[src/rtl/icb_arb_2m1s_pkg.sv]
// icb_arb_2m1s_pkg: bus-width defines and shared types for the 2-master ICB arbiter.
// Also carries the defines.v bus macros (MemAddrBus, MemBus, IcbIdW, IcbArbOutsDepth).
`ifndef MemAddrBus
`define MemAddrBus 31:0
`endif
`ifndef MemBus
`define MemBus 31:0
`endif
`ifndef IcbIdW
`define IcbIdW 1
`endif
`ifndef IcbArbOutsDepth
`define IcbArbOutsDepth 4
`endif

package icb_arb_2m1s_pkg;
   typedef logic [`IcbIdW-1:0] icb_id_t;
   localparam icb_id_t ID_M0 = icb_id_t'(0);
   localparam icb_id_t ID_M1 = icb_id_t'(1);
endpackage

[src/rtl/icb_arb_2m1s_id_fifo.sv]
// icb_id_fifo: in-order FIFO of master IDs for outstanding ICB commands.
import icb_arb_2m1s_pkg::*;

module icb_id_fifo #(
   parameter int DEPTH = 4,
   parameter int CW    = $clog2(DEPTH) + 1
) (
   input  logic          clk,
   input  logic          rst,
   input  logic          push,
   input  icb_id_t       push_id,
   input  logic          pop,
   output icb_id_t       head_id,
   output logic [CW-1:0] count,
   output logic          full,
   output logic          empty
);
   localparam int AW = $clog2(DEPTH);
   logic [AW-1:0] wptr, rptr;
   icb_id_t       mem [DEPTH];
   logic          push_en, pop_en;
   assign full    = count == CW'(DEPTH);
   assign empty   = count == '0;
   assign push_en = push & ~full;
   assign pop_en  = pop & ~empty;
   assign head_id = mem[rptr];
   // storage only; contents are meaningless while count is zero
   always_ff @(posedge clk) begin
      if (push_en) mem[wptr] <= push_id;
   end
   // pointers wrap naturally because DEPTH is a power of two
   always_ff @(posedge clk or posedge rst) begin
      if (rst) begin
         wptr  <= '0;
         rptr  <= '0;
         count <= '0;
      end else begin
         if (push_en) wptr <= wptr + 1'b1;
         if (pop_en) rptr <= rptr + 1'b1;
         count <= count + CW'(push_en) - CW'(pop_en);
      end
   end
endmodule

[src/rtl/icb_arb_2m1s.sv]
// icb_arb_2m1s: 2-master/1-slave ICB arbiter with outstanding-ID tracking.
// Optional ICB_ARB_RR_EN: round-robin grant instead of fixed priority + starvation guard.
import icb_arb_2m1s_pkg::*;

module icb_arb_2m1s #(
   parameter int OUTS_DEPTH = `IcbArbOutsDepth,
   parameter int STARVE_MAX = 8
) (
   input  logic               clk,
   input  logic               rst,
   input  logic               m0_icb_cmd_valid,
   output logic               m0_icb_cmd_ready,
   input  logic [`MemAddrBus] m0_icb_cmd_addr,
   input  logic               m0_icb_cmd_read,
   input  logic [`MemBus]     m0_icb_cmd_wdata,
   input  logic [3:0]         m0_icb_cmd_wmask,
   output logic               m0_icb_rsp_valid,
   input  logic               m0_icb_rsp_ready,
   output logic               m0_icb_rsp_err,
   output logic [`MemBus]     m0_icb_rsp_rdata,
   input  logic               m1_icb_cmd_valid,
   output logic               m1_icb_cmd_ready,
   input  logic [`MemAddrBus] m1_icb_cmd_addr,
   input  logic               m1_icb_cmd_read,
   input  logic [`MemBus]     m1_icb_cmd_wdata,
   input  logic [3:0]         m1_icb_cmd_wmask,
   output logic               m1_icb_rsp_valid,
   input  logic               m1_icb_rsp_ready,
   output logic               m1_icb_rsp_err,
   output logic [`MemBus]     m1_icb_rsp_rdata,
   output logic               s_icb_cmd_valid,
   input  logic               s_icb_cmd_ready,
   output logic [`MemAddrBus] s_icb_cmd_addr,
   output logic               s_icb_cmd_read,
   output logic [`MemBus]     s_icb_cmd_wdata,
   output logic [3:0]         s_icb_cmd_wmask,
   input  logic               s_icb_rsp_valid,
   output logic               s_icb_rsp_ready,
   input  logic               s_icb_rsp_err,
   input  logic [`MemBus]     s_icb_rsp_rdata,
   output logic               arb_err
);
   localparam int CW = $clog2(OUTS_DEPTH) + 1;
   icb_id_t       gnt, gnt_pre, lock_id, head;
   logic          lock, gnt_vld, room, has_out, cmd_hs, rsp_hs, orphan;
   logic [CW-1:0] count;
   logic          full, empty;

`ifdef ICB_ARB_RR_EN
   icb_id_t last_gnt;
   // priority goes to whichever master was not granted last
   always_comb begin
      gnt_pre = (last_gnt == ID_M0) ? (m1_icb_cmd_valid ? ID_M1 : ID_M0)
                                    : (m0_icb_cmd_valid ? ID_M0 : (m1_icb_cmd_valid ? ID_M1 : ID_M0));
   end
   // remember the last granted master; reset value lets m0 win first
   always_ff @(posedge clk or posedge rst) begin
      if (rst) last_gnt <= ID_M1;
      else if (cmd_hs) last_gnt <= gnt;
   end
`else
   logic [7:0] wait_cnt;
   logic       starved;
   assign starved = wait_cnt == 8'(STARVE_MAX);
   // fixed priority to m0 unless m1 has waited STARVE_MAX cycles
   always_comb begin
      gnt_pre = (starved && m1_icb_cmd_valid) ? ID_M1
              : (m0_icb_cmd_valid ? ID_M0 : (m1_icb_cmd_valid ? ID_M1 : ID_M0));
   end
   // count consecutive cycles m1 is waiting, saturating at STARVE_MAX
   always_ff @(posedge clk or posedge rst) begin
      if (rst) wait_cnt <= '0;
      else if (!m1_icb_cmd_valid || m1_icb_cmd_ready) wait_cnt <= '0;
      else if (!starved) wait_cnt <= wait_cnt + 8'd1;
   end
`endif

   assign gnt     = lock ? lock_id : gnt_pre;
   assign gnt_vld = (gnt == ID_M1) ? m1_icb_cmd_valid : m0_icb_cmd_valid;
   assign room    = ~full;
   assign has_out = count != '0;
   assign orphan  = s_icb_rsp_valid & empty;

   assign s_icb_cmd_valid  = gnt_vld & room;
   assign s_icb_cmd_addr   = (gnt == ID_M1) ? m1_icb_cmd_addr  : m0_icb_cmd_addr;
   assign s_icb_cmd_read   = (gnt == ID_M1) ? m1_icb_cmd_read  : m0_icb_cmd_read;
   assign s_icb_cmd_wdata  = (gnt == ID_M1) ? m1_icb_cmd_wdata : m0_icb_cmd_wdata;
   assign s_icb_cmd_wmask  = (gnt == ID_M1) ? m1_icb_cmd_wmask : m0_icb_cmd_wmask;
   assign m0_icb_cmd_ready = (gnt == ID_M0) & gnt_vld & s_icb_cmd_ready & room;
   assign m1_icb_cmd_ready = (gnt == ID_M1) & gnt_vld & s_icb_cmd_ready & room;
   assign cmd_hs           = s_icb_cmd_valid & s_icb_cmd_ready;

   assign m0_icb_rsp_valid = s_icb_rsp_valid & has_out & (head == ID_M0);
   assign m1_icb_rsp_valid = s_icb_rsp_valid & has_out & (head == ID_M1);
   assign m0_icb_rsp_err   = s_icb_rsp_err & m0_icb_rsp_valid;
   assign m1_icb_rsp_err   = s_icb_rsp_err & m1_icb_rsp_valid;
   assign m0_icb_rsp_rdata = s_icb_rsp_rdata;
   assign m1_icb_rsp_rdata = s_icb_rsp_rdata;
   assign s_icb_rsp_ready  = ~has_out | ((head == ID_M1) ? m1_icb_rsp_ready : m0_icb_rsp_ready);
   assign rsp_hs           = s_icb_rsp_valid & s_icb_rsp_ready & has_out;

   // hold the grant on a stalled command so the slave sees stable signals
   always_ff @(posedge clk or posedge rst) begin
      if (rst) begin
         lock    <= 1'b0;
         lock_id <= ID_M0;
      end else if (cmd_hs) begin
         lock    <= 1'b0;
      end else if (s_icb_cmd_valid) begin
         lock    <= 1'b1;
         lock_id <= gnt;
      end
   end

   // sticky flag for responses arriving with nothing outstanding
   always_ff @(posedge clk or posedge rst) begin
      if (rst) arb_err <= 1'b0;
      else if (orphan) arb_err <= 1'b1;
   end

   icb_id_fifo #(.DEPTH(OUTS_DEPTH), .CW(CW)) u_id_fifo (
      .clk     (clk),
      .rst     (rst),
      .push    (cmd_hs),
      .push_id (gnt),
      .pop     (rsp_hs),
      .head_id (head),
      .count   (count),
      .full    (full),
      .empty   (empty)
   );
endmodule
[config.mk]
export PLATFORM = sky130hd
export DESIGN_NAME = icb_arb_2m1s
export DESIGN_NICKNAME = d
export VERILOG_FILES = /design/src/rtl/icb_arb_2m1s_pkg.sv /design/src/rtl/icb_arb_2m1s_id_fifo.sv /design/src/rtl/icb_arb_2m1s.sv
export SDC_FILE = /design/constraint.sdc
export NUM_CORES = 1
export LEC_CHECK = 0
export BUFFER_PORTS_ARGS = -buffer_cell sky130_fd_sc_hd__buf_2
export CORE_AREA = 8 8 117 119
export CTS_BUF_LIST = sky130_fd_sc_hd__clkbuf_2 sky130_fd_sc_hd__clkbuf_4 sky130_fd_sc_hd__clkbuf_8
export DETAILED_ROUTE_END_ITERATION = 6
export DIE_AREA = 0 0 125 127
export HOLD_SLACK_MARGIN = 0.15
export PLACE_DENSITY = 0.65
export SETUP_SLACK_MARGIN = 0.02
export SLEW_MARGIN = 25
export SYNTH_ARGS = -nofsm -noshare
export SYNTH_HDL_FRONTEND = slang
export SYNTH_SLANG_ARGS = --single-unit
[constraint.sdc]
create_clock -name clk -period 3 [get_ports clk]
set_clock_uncertainty 0.2 [all_clocks]
set_input_delay 0.15 -clock clk [delete_from_list [all_inputs] [get_ports clk]]
set_output_delay 0.15 -clock clk [all_outputs]
set_load 0.01 [all_outputs]
# [After elaboration in Yosys (flattened, before gate mapping)]
# Memory sizes are Yosys's and may differ from the RTL's.
# Index checks and enable logic that the tools add are counted.
[word_totals] inputBits=179 memories=1 ramBits=4 out_inout_bits=142 word_cells=64 reg_bits=18
[mem_list] name="u_id_fifo.mem" depth=4 width=1 read_ports=1 rd_clocked_by_memory_dff=0 wr=1 line="icb_arb_2m1s_id_fifo.sv:20" rtl="icb_id_t mem [DEPTH];"
[classes] bitwise_logic=25 add_sub_neg=5 mux=16 eq_ne=3 n_reduce_logical=7
[ops] operator="$mux 32" count=2
[ops] operator="$and 1x1->1" count=18
[ops] operator="$mux 8" count=2
[ops] operator="$mux 1" count=11
[ops] operator="$add 8x1->8 const B" count=1
[ops] operator="$eq 8x4->1 const B" count=1
[ops] operator="$not 1->1" count=6
[ops] operator="$add 2x1->2 const B" count=2
[ops] operator="$mux 4" count=1
[ops] operator="$add 3x1->3" count=1
[ops] operator="$eq 3x3->1 const B" count=1
[ops] operator="$logic_not 3->1" count=1
[ops] operator="$reduce_bool 3->1" count=1
[ops] operator="$sub 3x1->3" count=1
[ops] operator="$ne 2x1->1 const B" count=1
[ops] operator="$reduce_and 2->1" count=1
[ops] operator="$reduce_bool 2->1" count=1
[ops] operator="$logic_and 1x1->1" count=1
[ops] operator="$logic_not 1->1" count=1
[ops] operator="$logic_or 1x1->1" count=1
[ops] operator="$or 1x1->1" count=1

# [Longest topological paths before layout]
# Gate-level depths: netlist of the first run.
[depth] word_depth=10 mapped_depth=10 ltp_nobuf=10

# [Modules after synthesis]
# From an unflattened synthesis of the first run, not the netlist that was laid out.
[hier_totals] cells_unflattened=520 area_unflattened_um2=4464.3
[by_module_without_submodules] module="icb_arb_2m1s" cells_each=473 n_inst=1 area_per_inst_um2=3848.7 seq_area_each_um2=275.3
[by_module_without_submodules] module="icb_id_fifo" cells_each=47 n_inst=1 area_per_inst_um2=615.6 seq_area_each_um2=295.3

# [Least setup slack after synthesis of the first run]
# Ideal clock, no wire load.
[synth_timing] path_type="register -> register" from="register u_id_fifo.rptr[0]" to="register u_id_fifo.count[2]" setup_time_ns=0.123 required_time_ns=2.677 synth_period_minus_slack_ns=2.666 arrival_ns=2.344 path_buffers=0 path_slack_ns=0.334 stages_incl_launch_ff=11 path_cell_list="dfrtp_1 > mux4_2 > mux2i_1 > nor2_1 > ha_1 > inv_1 > ha_1 > inv_1 > fa_1 > xnor2_1 > xnor2_1"
[synth_between] elab_chain_len=7
[synth_lines] item="start: declaration" line="icb_arb_2m1s_id_fifo.sv:19" rtl="logic [AW-1:0] wptr, rptr;"
[synth_lines] item="start signal: assignment" line="icb_arb_2m1s_id_fifo.sv:39" rtl="if (pop_en) rptr <= rptr + 1'b1;"
[synth_lines] item="$mem_v2 4x1"
[synth_lines] item="$mux 1" line="icb_arb_2m1s.sv:99" rtl="assign s_icb_rsp_ready = ~has_out | ((head == ID_M1) ? m1_icb_rsp_ready : m0_icb_rsp_ready);"
[synth_lines] item="$or 1x1->1" line="icb_arb_2m1s.sv:99"
[synth_lines] item="$and 1x1->1 (2 in a row)" line="icb_arb_2m1s.sv:100" rtl="assign rsp_hs = s_icb_rsp_valid & s_icb_rsp_ready & has_out;"
[synth_lines] item="$and 1x1->1" line="icb_arb_2m1s_id_fifo.sv:25" rtl="assign pop_en = pop & ~empty;"
[synth_lines] item="net u_id_fifo.pop_en" line="icb_arb_2m1s_id_fifo.sv:21" rtl="logic push_en, pop_en;"
[synth_lines] item="$sub 3x1->3" line="icb_arb_2m1s_id_fifo.sv:40" rtl="count <= count + CW'(push_en) - CW'(pop_en);"
[synth_lines] item="end signal: assignment" line="icb_arb_2m1s_id_fifo.sv:40"
[synth_lines] item="end: declaration" line="icb_arb_2m1s_id_fifo.sv:14" rtl="output logic [CW-1:0] count,"
# The timed path passes the listed nets, and every way through them passes these cells.
# A chain may end at the register's enable or synchronous reset.

# [Final worst setup path of the first run]
[layout_timing] from="register wait_cnt[0]" to="output port s_icb_cmd_wdata[18]"
[layout_between] elab_chain_len=5
[layout_lines] item="start: declaration" line="icb_arb_2m1s.sv:62" rtl="logic [7:0] wait_cnt;"
[layout_lines] item="start signal: assignment" line="icb_arb_2m1s.sv:74" rtl="else if (!starved) wait_cnt <= wait_cnt + 8'd1;"
[layout_lines] item="$eq 8x4->1" line="icb_arb_2m1s.sv:64" rtl="assign starved = wait_cnt == 8'(STARVE_MAX);"
[layout_lines] item="$logic_and 1x1->1" line="icb_arb_2m1s.sv:67" rtl="gnt_pre = (starved && m1_icb_cmd_valid) ? ID_M1"
[layout_lines] item="$mux 1" line="icb_arb_2m1s.sv:67"
[layout_lines] item="$mux 1" line="icb_arb_2m1s.sv:78" rtl="assign gnt = lock ? lock_id : gnt_pre;"
[layout_lines] item="$mux 32" line="icb_arb_2m1s.sv:87" rtl="assign s_icb_cmd_wdata = (gnt == ID_M1) ? m1_icb_cmd_wdata : m0_icb_cmd_wdata;"
[layout_lines] item="end: declaration" line="icb_arb_2m1s.sv:35" rtl="output logic [`MemBus] s_icb_cmd_wdata,"
# Every way passes these cells.

==> reports/qor.csv, run 1 <==
stage;metric;value;unit
routing;antenna_left;0;
grt;antenna_found_initial;1;
sta;tightest_slew;0.6836;ns
clock_tree;cts_buffers;3;
synth;synth-async-reset-ratio;81.82;%
synth;syn_nets;439;
outcome;status;finished clean;
job;drv_cap;0;
sta;slew_viol_final;0;
sta;finalHoldViolCount;0;
sta;fin_tns_setup;0;ns
die;start_util;21.81;%
routing;routed-via-count;2578;
grt;grt_pass1_wl;17160;um
power_and_ir_drop;combPwrFrac;69.8;%
routing;drt_iter0_drc;70;
die;core;0.01181;sq mm
clock_tree;post-cts-setup-buffers;0;
clock_tree;cts.path.max_buffers;2;
worst_setup_path;cp_max_fo;58;
synth;synthDistinctLibCells;34;
routing;routedWlPerCell;19.40;um
power_and_ir_drop;seqPwrFrac;19.3;%
worst_setup_path;cp-start-kind;flip-flop;
worst_setup_path;critPathKind;reg2out;
grt;grt.overflow.total;0;
sta;rsz0062_at_grt;false;
worst_setup_path;crit_path_end_kind;primary output;
synth;syn_inst;251;
synth;synth_warnings;0;
placed_design;dp_hpwl;9525;um
synth;avgSynthCellArea;10.26;sq um
synth;ys_seq_area_share;22.15;%
grt;first_global_vias;2889;
clock_tree;cts_tree;built;
die;ios;321;
clock_tree;root_buffer;clkbuf_8;
synth;synth_top_area_share;18.65;%
grt;grt_max_degree;59;
power_and_ir_drop;p_leak;1.949;nW
power_and_ir_drop;clock_power_share;10.9;%
synth;yosysTopAreaCell;buf_4;
grt;grtUsageTotal;13.45;%
die;num_rows;40;
placed_design;place_area;0.003349;sq mm
layout;areaGrowthSynthToFinish;46.92;%
sta;relSlewSlack;54.38;%
power_and_ir_drop;p_int;0.001412;W
clock_tree;cts.clk_slew.worst_paths;0.08;ns
worst_setup_path;cp.arrival;2.51;ns
placed_design;io_buffers;224;
sta;fin_crit;2.859;ns
power_and_ir_drop;switching_share;43.48;%
routing;first_pass_iters;4;
synth;synth.most_common_cell;buf_4;
layout;final.fill_count;1200;
synth;synth_area_leaders;buf_4 (19%), dfrtp_1 (17%), mux2_2 (17%), mux2_1 (13%), edfxtp_1 (4.7%);
layout;drive_gt1_share;62.56;%
power_and_ir_drop;power.switching;0.001086;W
synth;ys_seq_elements;22;
die;die_h;127;um
sta;setup_viol;0;
worst_hold_path;hold_path.class;in2reg;
power_and_ir_drop;ir_drop;267.0;uV
routing;remaining_drc_errors;0;
power_and_ir_drop;power.density;659.9;mW/mm^2
routing;vias_per_cell;4.347;
die;chipWidth;125;um
synth;synth_edf_count;4;
routing;wirelength;11500;um
layout;diodes;0;
placed_design;gp_congestion;0.8566;
sta;fin_crit_sh;95.31;%
synth;synth_common_cells;buf_4 (64), mux2_2 (40), mux2_1 (30);
clock_tree;clock_sinks;22;
die;dieArea;0.01588;sq mm
clock_tree;clk_latency;0.26;ns
sta;fmax;349.7;MHz
synth;synth-main-ff-cell;dfrtp_1;
layout;fin_nets;635;
layout;stdcell_area;0.003785;sq mm
synth;netlist_area;0.002576;sq mm
worst_setup_path;crit_required;2.65;ns
clock_tree;cts-htree-levels;1;
## final timing paths
path	start	to	slack, ns	cells past startpoint
setup / recovery	wait_cnt[0]$_DFFE_PP0P_	s_icb_cmd_wdata[18]	0.14	8
hold / removal	m1_icb_rsp_ready	u_id_fifo.rptr[0]$_DFFE_PP0P_	0.14	4
setup reg to reg	u_id_fifo.rptr[0]$_DFFE_PP0P_	u_id_fifo.count[2]$_DFF_PP0_	0.21	10
hold reg to reg	arb_err$_DFFE_PP0P_	arb_err$_DFFE_PP0P_	0.28	1
max in group asynchronous	rst	u_id_fifo.rptr[0]$_DFFE_PP0P_	1.84	3
min in group asynchronous	rst	wait_cnt[1]$_DFFE_PP0P_	0.33	3
## layer usage
metal  track usage, %  vias up  wire, um
li1                 -     1187         -
met1            14.72     1215      4445
met2            25.09      164      5859
met3            4.617       10      1059
met4            1.862        2       125
met5                0        -        13
## metrics by stage
stage / setup WS (ns) / utilization (%) / hold slack, ns / total power [W] / instances
6_report: 0.1408 / 32.04 / 0.1395 / 0.002498 / 593
3_5_place_dp: 0.2069 / 28.36 / 0.09090 / 0.002169 / 553
3_3_place_gp: 0.2587 / 28.36 / 0.08016 / 0.002126 / 553
5_1_grt: 0.02099 / 32.04 / 0.2046 / 0.002661 / 593
2_1_floorplan: 0.3339 / - / -0.1114 / 0.001674 / 251
4_1_cts: 0.1427 / 32.01 / 0.1511 / 0.002529 / 593
## sequential cells by signal (all words and copies together) (netlist names)
signal,cells
lock,1
arb_err,1
u_id_fifo.rptr,2
u_id_fifo.wptr,2
u_id_fifo.mem,4
lock_id,1
wait_cnt,8
u_id_fifo.count,3
## cells in the final DEF (no fill, tap or decap), drive strengths merged, types with 2 or more instances in the layout
cell type / n
a21oi: 3
and3: 7
buf: 226
clkbuf: 3
dfrtp: 18
dlygate4sd3: 36
edfxtp: 4
ha: 8
inv: 12
mux2: 70
mux2i: 3
nand2: 5
nand3: 7
nor2: 14
nor2b: 2
nor3b: 4
xnor2: 4
xor2: 7
## critical path: stages, from the launching register on
cell	delay [ns]
dfrtp_1	0.45
inv_1	0.08
ha_1	0.15
nor4b_4	0.27
a21oi_2	0.19
nor2_8	0.16
buf_12	0.27
mux2_1	0.44
buf_2	0.18
## power groups by stage
stage	Sequential [W]	Combinational [W]	Clock, W
floorplan	0.000473	0.00120	0
global placement	0.000482	0.00164	0
detailed placement	0.000488	0.00168	0
CTS	0.000482	0.00177	0.000279
global route	0.000498	0.00187	0.000291
finish	0.000481	0.00174	0.000272
## final cells by class
type                    count  area [sq um]  area share [%]
multi-input cells         146          1405           37.12
repair buffers            262          1509           39.87
clock inverters             1         30.03          0.7934
inverters                  12         45.04           1.190
well taps                 147         183.9           4.859
flip-flops and latches     22         570.5           15.07
clock buffers               3         41.29           1.091
## what timing repair did
action,4_1_cts,5_1_grt
setup endpoints to repair,0,1
hold buffers,36,0
endpoints found under the hold margin,97,0
resized for setup,0,1
## cell families after synthesis
logic type / synth area share [%]
XOR/XNOR: 3.740
buffers and inverters: 23.46
adder cells (fa/ha/maj): 4.663
AND/OR/NAND/NOR: 10.25
flip-flops: 22.15
multiplexers: 32.78
AO/OA/AOI/OAI: 2.962
(Power assumes the default switching activity.)
==> run 2, diff against run 1 <==
--- a/config.mk
+++ b/config.mk
@@ -11,6 +11,7 @@
 export DETAILED_ROUTE_END_ITERATION = 6
 export DIE_AREA = 0 0 125 127
 export HOLD_SLACK_MARGIN = 0.15
+export MAX_ROUTING_LAYER = met4
 export PLACE_DENSITY = 0.65
 export SETUP_SLACK_MARGIN = 0.02
 export SLEW_MARGIN = 25
==> reports/qor.csv, run 2 (synthesized netlist as in run 1, its figures left out) <==
stage;metric;value;unit;change
worst_setup_path;r2r_slack;0.18;ns;was 0.21 ns
placed_design;dp_slack;0.1952;ns;was 0.2069 ns
layout;largest-register;wait_cnt;;unchanged
sta;setup_viol;0;;unchanged
job;drv_cap;0;;unchanged
clock_tree;clock_sinks;22;;unchanged
sta;rsz0062_at_grt;false;;unchanged
routing;wirelength;11640;um;was 11500 um
worst_setup_path;cp.arrival;2.48;ns;was 2.51 ns
routing;remaining_drc_errors;0;;unchanged
layout;reg_top3;wait_cnt: 8 flops, u_id_fifo.mem: 4 flops, u_id_fifo.count: 3 flops;;unchanged
sta;tightest_slew;0.6753;ns;was 0.6836 ns
worst_setup_path;cp-start-kind;flip-flop;;unchanged
worst_hold_path;hold_path_end;lock$_DFFE_PP0P_;;was u_id_fifo.rptr[0]$_DFFE_PP0P_
clock_tree;post-cts-setup-buffers;0;;unchanged
power_and_ir_drop;p_total;0.002451;W;was 0.002498 W
die;start_util;21.81;%;unchanged
grt;antenna_found_initial;0;;was 1
die;dieArea;0.01588;sq mm;unchanged
worst_hold_path;hold_path.class;in2reg;;unchanged
worst_setup_path;rr_worst_depth;10;;unchanged
die;die_h;127;um;unchanged
grt;grtUsageTotal;13.99;%;was 13.45%
sta;finalHoldViolCount;0;;unchanged
grt;first_global_vias;2929;;was 2889
layout;largest_reg_flops;8;;unchanged
routing;antenna_left;0;;unchanged
die;chipWidth;125;um;unchanged
sta;slew_viol_final;0;;unchanged
routing;vias_per_cell;4.277;;was 4.347
placed_design;place_area;0.003349;sq mm;unchanged
die;ios;321;;unchanged
worst_hold_path;hp-start;m0_icb_cmd_valid;;was m1_icb_rsp_ready
layout;diodes;0;;unchanged
sta;fmax;353.3;MHz;was 349.7 MHz
layout;stdcell_area;0.003797;sq mm;was 0.003785 sq mm
worst_setup_path;crit_required;2.65;ns;about the same
sta;fin_crit_sh;94.35;%;was 95.31%
placed_design;io_buffers;224;;unchanged
die;core;0.01181;sq mm;unchanged
clock_tree;cts.path.max_buffers;2;;unchanged
layout;drive_gt1_share;62.50;%;was 62.56%
clock_tree;root_buffer;clkbuf_8;;unchanged
grt;grt_pass1_wl;17240;um;was 17160 um
worst_setup_path;rr_endpoint;u_id_fifo.count[2]$_DFF_PP0_;;unchanged
routing;drt_iter0_drc;93;;was 70
layout;most-common-layout-cells;buf_2 (224), mux2_2 (40), dlygate4sd3_1 (38), mux2_1 (30), dfrtp_1 (18);;was buf_2 (224), mux2_2 (40), dlygate4sd3_1 (36), mux2_1 (30), dfrtp_1 (18)
power_and_ir_drop;p_leak;1.951;nW;was 1.949 nW
sta;fin_crit;2.831;ns;was 2.859 ns
clock_tree;cts_tree;built;;unchanged
clock_tree;cts_buffers;3;;unchanged
clock_tree;cts-htree-levels;1;;unchanged
outcome;status;finished clean;;unchanged
clock_tree;clk_latency;0.26;ns;about the same
worst_setup_path;cp_max_fo;58;;unchanged
layout;areaGrowthSynthToFinish;47.40;%;was 46.92%
sta;fin_ws;0.1694;ns;was 0.1408 ns
power_and_ir_drop;ir_drop;300.5;uV;was 267.0 uV
routing;first_pass_iters;4;;unchanged
placed_design;gp_congestion;0.8736;;was 0.8566
routing;routedWlPerCell;19.56;um;was 19.40 um
sta;relSlewSlack;54.93;%;was 54.38%
clock_tree;cts.clk_slew.worst_paths;0.07;ns;was 0.08 ns
layout;fin_nets;637;;was 635
layout;layout_commonest_cell;buf_2;;unchanged
sta;whs;0.2753;ns;was 0.1395 ns
worst_setup_path;critPathKind;reg2out;;unchanged
grt;grt_max_degree;59;;unchanged
power_and_ir_drop;power.density;645.4;mW/mm^2;was 659.9 mW/mm^2
grt;grt.overflow.total;0;;unchanged
routing;routed-via-count;2545;;was 2578
worst_setup_path;r2r-start;u_id_fifo.rptr[0]$_DFFE_PP0P_;;unchanged
worst_setup_path;crit_path_end_kind;primary output;;unchanged
worst_hold_path;hold_depth;5;;was 4
placed_design;dp_hpwl;9558;um;was 9525 um
die;num_rows;40;;unchanged
sta;fin_tns_setup;0;ns;unchanged
==> run 2: worst max-delay path, cell delays in order (launching register included) <==
cell,delay (ns)
dfrtp_1,0.45
inv_1,0.09
ha_1,0.15
nor4b_4,0.26
a21oi_2,0.18
nor2_8,0.16
buf_12,0.26
mux2_1,0.44
buf_2,0.18
==> run 2: worst max path at each step <==
stage / start / endpoint / slack, ns / depth (start not counted)
2_1_floorplan: u_id_fifo.rptr[0]$_DFFE_PP0P_ / u_id_fifo.count[2]$_DFF_PP0_ / 0.33 / 10
3_5_place_dp: u_id_fifo.rptr[0]$_DFFE_PP0P_ / u_id_fifo.count[2]$_DFF_PP0_ / 0.20 / 10
5_1_grt: wait_cnt[0]$_DFFE_PP0P_ / s_icb_cmd_wdata[18] / 0.04 / 8
6_report: wait_cnt[0]$_DFFE_PP0P_ / s_icb_cmd_wdata[18] / 0.17 / 8
4_1_cts: wait_cnt[0]$_DFFE_PP0P_ / s_icb_cmd_wdata[18] / 0.17 / 8
3_3_place_gp: u_id_fifo.rptr[0]$_DFFE_PP0P_ / u_id_fifo.count[2]$_DFF_PP0_ / 0.26 / 10
==> run 2: cell type report <==
| type | count | area [sq um] |
|---|---|---|
| Multi-Input combinational cell | 146 | 1424 |
| Timing Repair Buffer | 264 | 1529 |
| Fill cell | 1225 | 8014 |
| Inverter | 12 | 45.04 |
| Clock buffer | 3 | 41.29 |
| Sequential cell | 22 | 570.5 |
| Clock inverter | 1 | 3.754 |
| Tap cell | 147 | 183.9 |
==> run 2: timing repair <==
action / 4_1_cts / 5_1_grt
gates resized for setup: 0 / 4
setup endpoints to repair: 0 / 1
endpoints found under the hold margin: 98 / 1
hold buffers: 37 / 1
==> run 2: power breakdown <==
group | internal [W] | total, W | switching [W] | leakage (nW)
Sequential | 0.000399 | 0.000486 | 0.0000862 | 0.262
Clock | 0.0000913 | 0.000183 | 0.0000913 | 0.0231
Combinational | 0.000856 | 0.00178 | 0.000927 | 1.67
Total | 0.00135 | 0.00245 | 0.00110 | 1.95
==> run 2: metrics by stage <==
stage / utilization [%] / std cells
after global routing: 32.15 / 595
final: 32.15 / 595
after CTS: 31.87 / 594
after detailed placement: 28.36 / 553
after global placement: 28.36 / 553
after floorplan: - / 251
==> run 2: per-layer routing <==
metal  vias up  wire length [um]  global-route usage (%)
met2       153              5904                   24.77
met5         -                 0                       -
met1      1194              4709                   15.76
met3        10               841                   3.369
met4         0               185                   3.009
li1       1188                 -                       -
==> run 3, diff against run 2 <==
--- a/config.mk
+++ b/config.mk
@@ -13,7 +13,9 @@
 export HOLD_SLACK_MARGIN = 0.15
 export MAX_ROUTING_LAYER = met4
 export PLACE_DENSITY = 0.65
+export RECOVER_POWER = 50
 export SETUP_SLACK_MARGIN = 0.02
+export SKIP_CTS_REPAIR_TIMING = 1
 export SLEW_MARGIN = 25
 export SYNTH_ARGS = -nofsm -noshare
 export SYNTH_HDL_FRONTEND = slang
==> reports/qor.csv, run 3 (synthesized netlist as in run 1, its figures left out) <==
stage;metric;value;unit;change
die;start_util;21.81;%;unchanged
sta;rsz0062_at_grt;false;;unchanged
layout;reg_top3;wait_cnt: 8 flops, u_id_fifo.mem: 4 flops, u_id_fifo.count: 3 flops;;unchanged
die;dieArea;0.01588;sq mm;unchanged
routing;routedWlPerCell;19.47;um;was 19.56 um
layout;drive_gt1_share;61.16;%;was 62.50%
die;die_h;127;um;unchanged
outcome;status;finished clean;;unchanged
grt;met1_usage;14.77;%;was 15.76%
clock_tree;cts_tree;built;;unchanged
layout;areaGrowthSynthToFinish;46.96;%;was 47.40%
sta;setup_viol;0;;unchanged
placed_design;gp_congestion;0.8736;;unchanged
sta;fin_crit;2.817;ns;was 2.831 ns
grt;grt_use_met3;4.118;%;was 3.369%
sta;fin_tns_setup;0;ns;unchanged
layout;largest_reg_flops;8;;unchanged
layout;most-common-layout-cells;buf_2 (219), mux2_2 (40), dlygate4sd3_1 (38), mux2_1 (30), dfrtp_1 (18);;was buf_2 (224), mux2_2 (40), dlygate4sd3_1 (38), mux2_1 (30), dfrtp_1 (18)
routing;wirelength;11590;um;was 11640 um
worst_hold_path;hold_path.class;in2reg;;unchanged
worst_setup_path;r2r_slack;0.21;ns;was 0.18 ns
clock_tree;cts.clk_slew.worst_paths;0.07;ns;about the same
grt;antenna_found_initial;0;;unchanged
sta;whs;0.2425;ns;was 0.2753 ns
placed_design;dp_slack;0.1952;ns;unchanged
power_and_ir_drop;p_leak;1.936;nW;was 1.951 nW
clock_tree;cts_buffers;3;;unchanged
job;drv_cap;0;;unchanged
clock_tree;root_buffer;clkbuf_8;;unchanged
die;ios;321;;unchanged
placed_design;dp.cells;553;;unchanged
worst_setup_path;cp-start-kind;flip-flop;;unchanged
routing;antenna_left;0;;unchanged
die;num_rows;40;;unchanged
sta;slew_viol_final;0;;unchanged
power_and_ir_drop;power.density;644.6;mW/mm^2;was 645.4 mW/mm^2
layout;diodes;0;;unchanged
worst_setup_path;cp.arrival;2.47;ns;was 2.48 ns
sta;fin_ws;0.1826;ns;was 0.1694 ns
sta;fin_crit_sh;93.91;%;was 94.35%
clock_tree;cts.path.max_buffers;2;;unchanged
grt;met2_usage;22.21;%;was 24.77%
grt;grt_max_degree;59;;unchanged
grt;grt.overflow.total;0;;unchanged
routing;first_pass_iters;4;;unchanged
layout;fin_nets;637;;unchanged
routing;remaining_drc_errors;0;;unchanged
worst_setup_path;critPathKind;reg2out;;unchanged
routing;vias_per_cell;4.262;;was 4.277
layout;layout_commonest_cell;buf_2;;unchanged
worst_setup_path;crit_required;2.65;ns;about the same
worst_setup_path;cp_max_fo;58;;unchanged
grt;grtUsageTotal;12.90;%;was 13.99%
die;core;0.01181;sq mm;unchanged
routing;routed-via-count;2536;;was 2545
power_and_ir_drop;ir_drop;300.4;uV;was 300.5 uV
grt;grt-busiest-layer;met2;;unchanged
placed_design;dp_hpwl;9558;um;unchanged
sta;fmax;354.9;MHz;was 353.3 MHz
clock_tree;clock_sinks;22;;unchanged
layout;finalNonFillerCells;595;;unchanged
sta;relSlewSlack;43.41;%;was 54.93%
layout;largest-register;wait_cnt;;unchanged
placed_design;io_buffers;224;;unchanged
clock_tree;clk_latency;0.26;ns;about the same
sta;tightest_slew;0.8437;ns;was 0.6753 ns
worst_setup_path;crit_path_end_kind;primary output;;unchanged
clock_tree;cts-htree-levels;1;;unchanged
die;chipWidth;125;um;unchanged
grt;first_global_vias;2711;;was 2929
routing;drt_iter0_drc;123;;was 93
grt;grt_pass1_wl;15830;um;was 17240 um
sta;finalHoldViolCount;0;;unchanged
==> run 3: cell types whose count changed in the layout (fill, tap and decap cells not counted) <==
cell and delta:
a211oi_1 +1, a211oi_2 -1, buf_2 -5, clkbuf_1 +5
==> run 3: layout make-up <==
type	count	area, sq um
fillers	1217	8025
repair buffers	264	1523
multi-input cells	146	1419
flip-flops and latches	22	570.5
well taps	147	183.9
inverters	12	45.04
clock buffers	3	41.29
clock inverters	1	3.754
==> run 3: power breakdown <==
part	internal [W]	switching (W)
logic	0.000851	0.000922
clock network	0.0000913	0.0000909
registers	0.000399	0.0000852
==> run 3: stage by stage <==
step                      utilization (%)  cell area, sq um  total power (W)
final                               32.06              3786         0.002440
after global routing                32.06              3786         0.002605
after global placement              28.36              3349         0.002129
after CTS                           28.74              3395         0.002371
after floorplan                         -              2576         0.001674
after detailed placement            28.36              3349         0.002174
==> run 3: worst paths after layout <==
| kind | from | to | cells after the start |
|---|---|---|---|
| min reg2reg | arb_err$_DFFE_PP0P_ | arb_err$_DFFE_PP0P_ | 1 |
| max reg2reg | u_id_fifo.rptr[0]$_DFFE_PP0P_ | u_id_fifo.count[2]$_DFF_PP0_ | 10 |
| max | wait_cnt[0]$_DFFE_PP0P_ | s_icb_cmd_wdata[18] | 8 |
| min | m1_icb_rsp_ready | u_id_fifo.rptr[1]$_DFFE_PP0P_ | 4 |
| min in group asynchronous | rst | wait_cnt[7]$_DFFE_PP0P_ | 3 |
| max in group asynchronous | rst | u_id_fifo.rptr[1]$_DFFE_PP0P_ | 3 |
==> run 3: worst max-delay path, cell delays in order (launching register included) <==
cell and delay (ns):
dfrtp_1 0.45, inv_1 0.09, ha_1 0.15, nor4b_4 0.26, a21oi_2 0.18, nor2_8 0.16
buf_12 0.26, mux2_1 0.43, buf_2 0.17
==> run 3: per-layer routing <==
| layer | part of all wire [%] | up-vias |
|---|---|---|
| met1 | 41 | 1192 |
| met3 | 6.6 | 2 |
| met5 | 0 | - |
| li1 | - | 1191 |
| met2 | 52 | 151 |
| met4 | 0.20 | 0 |
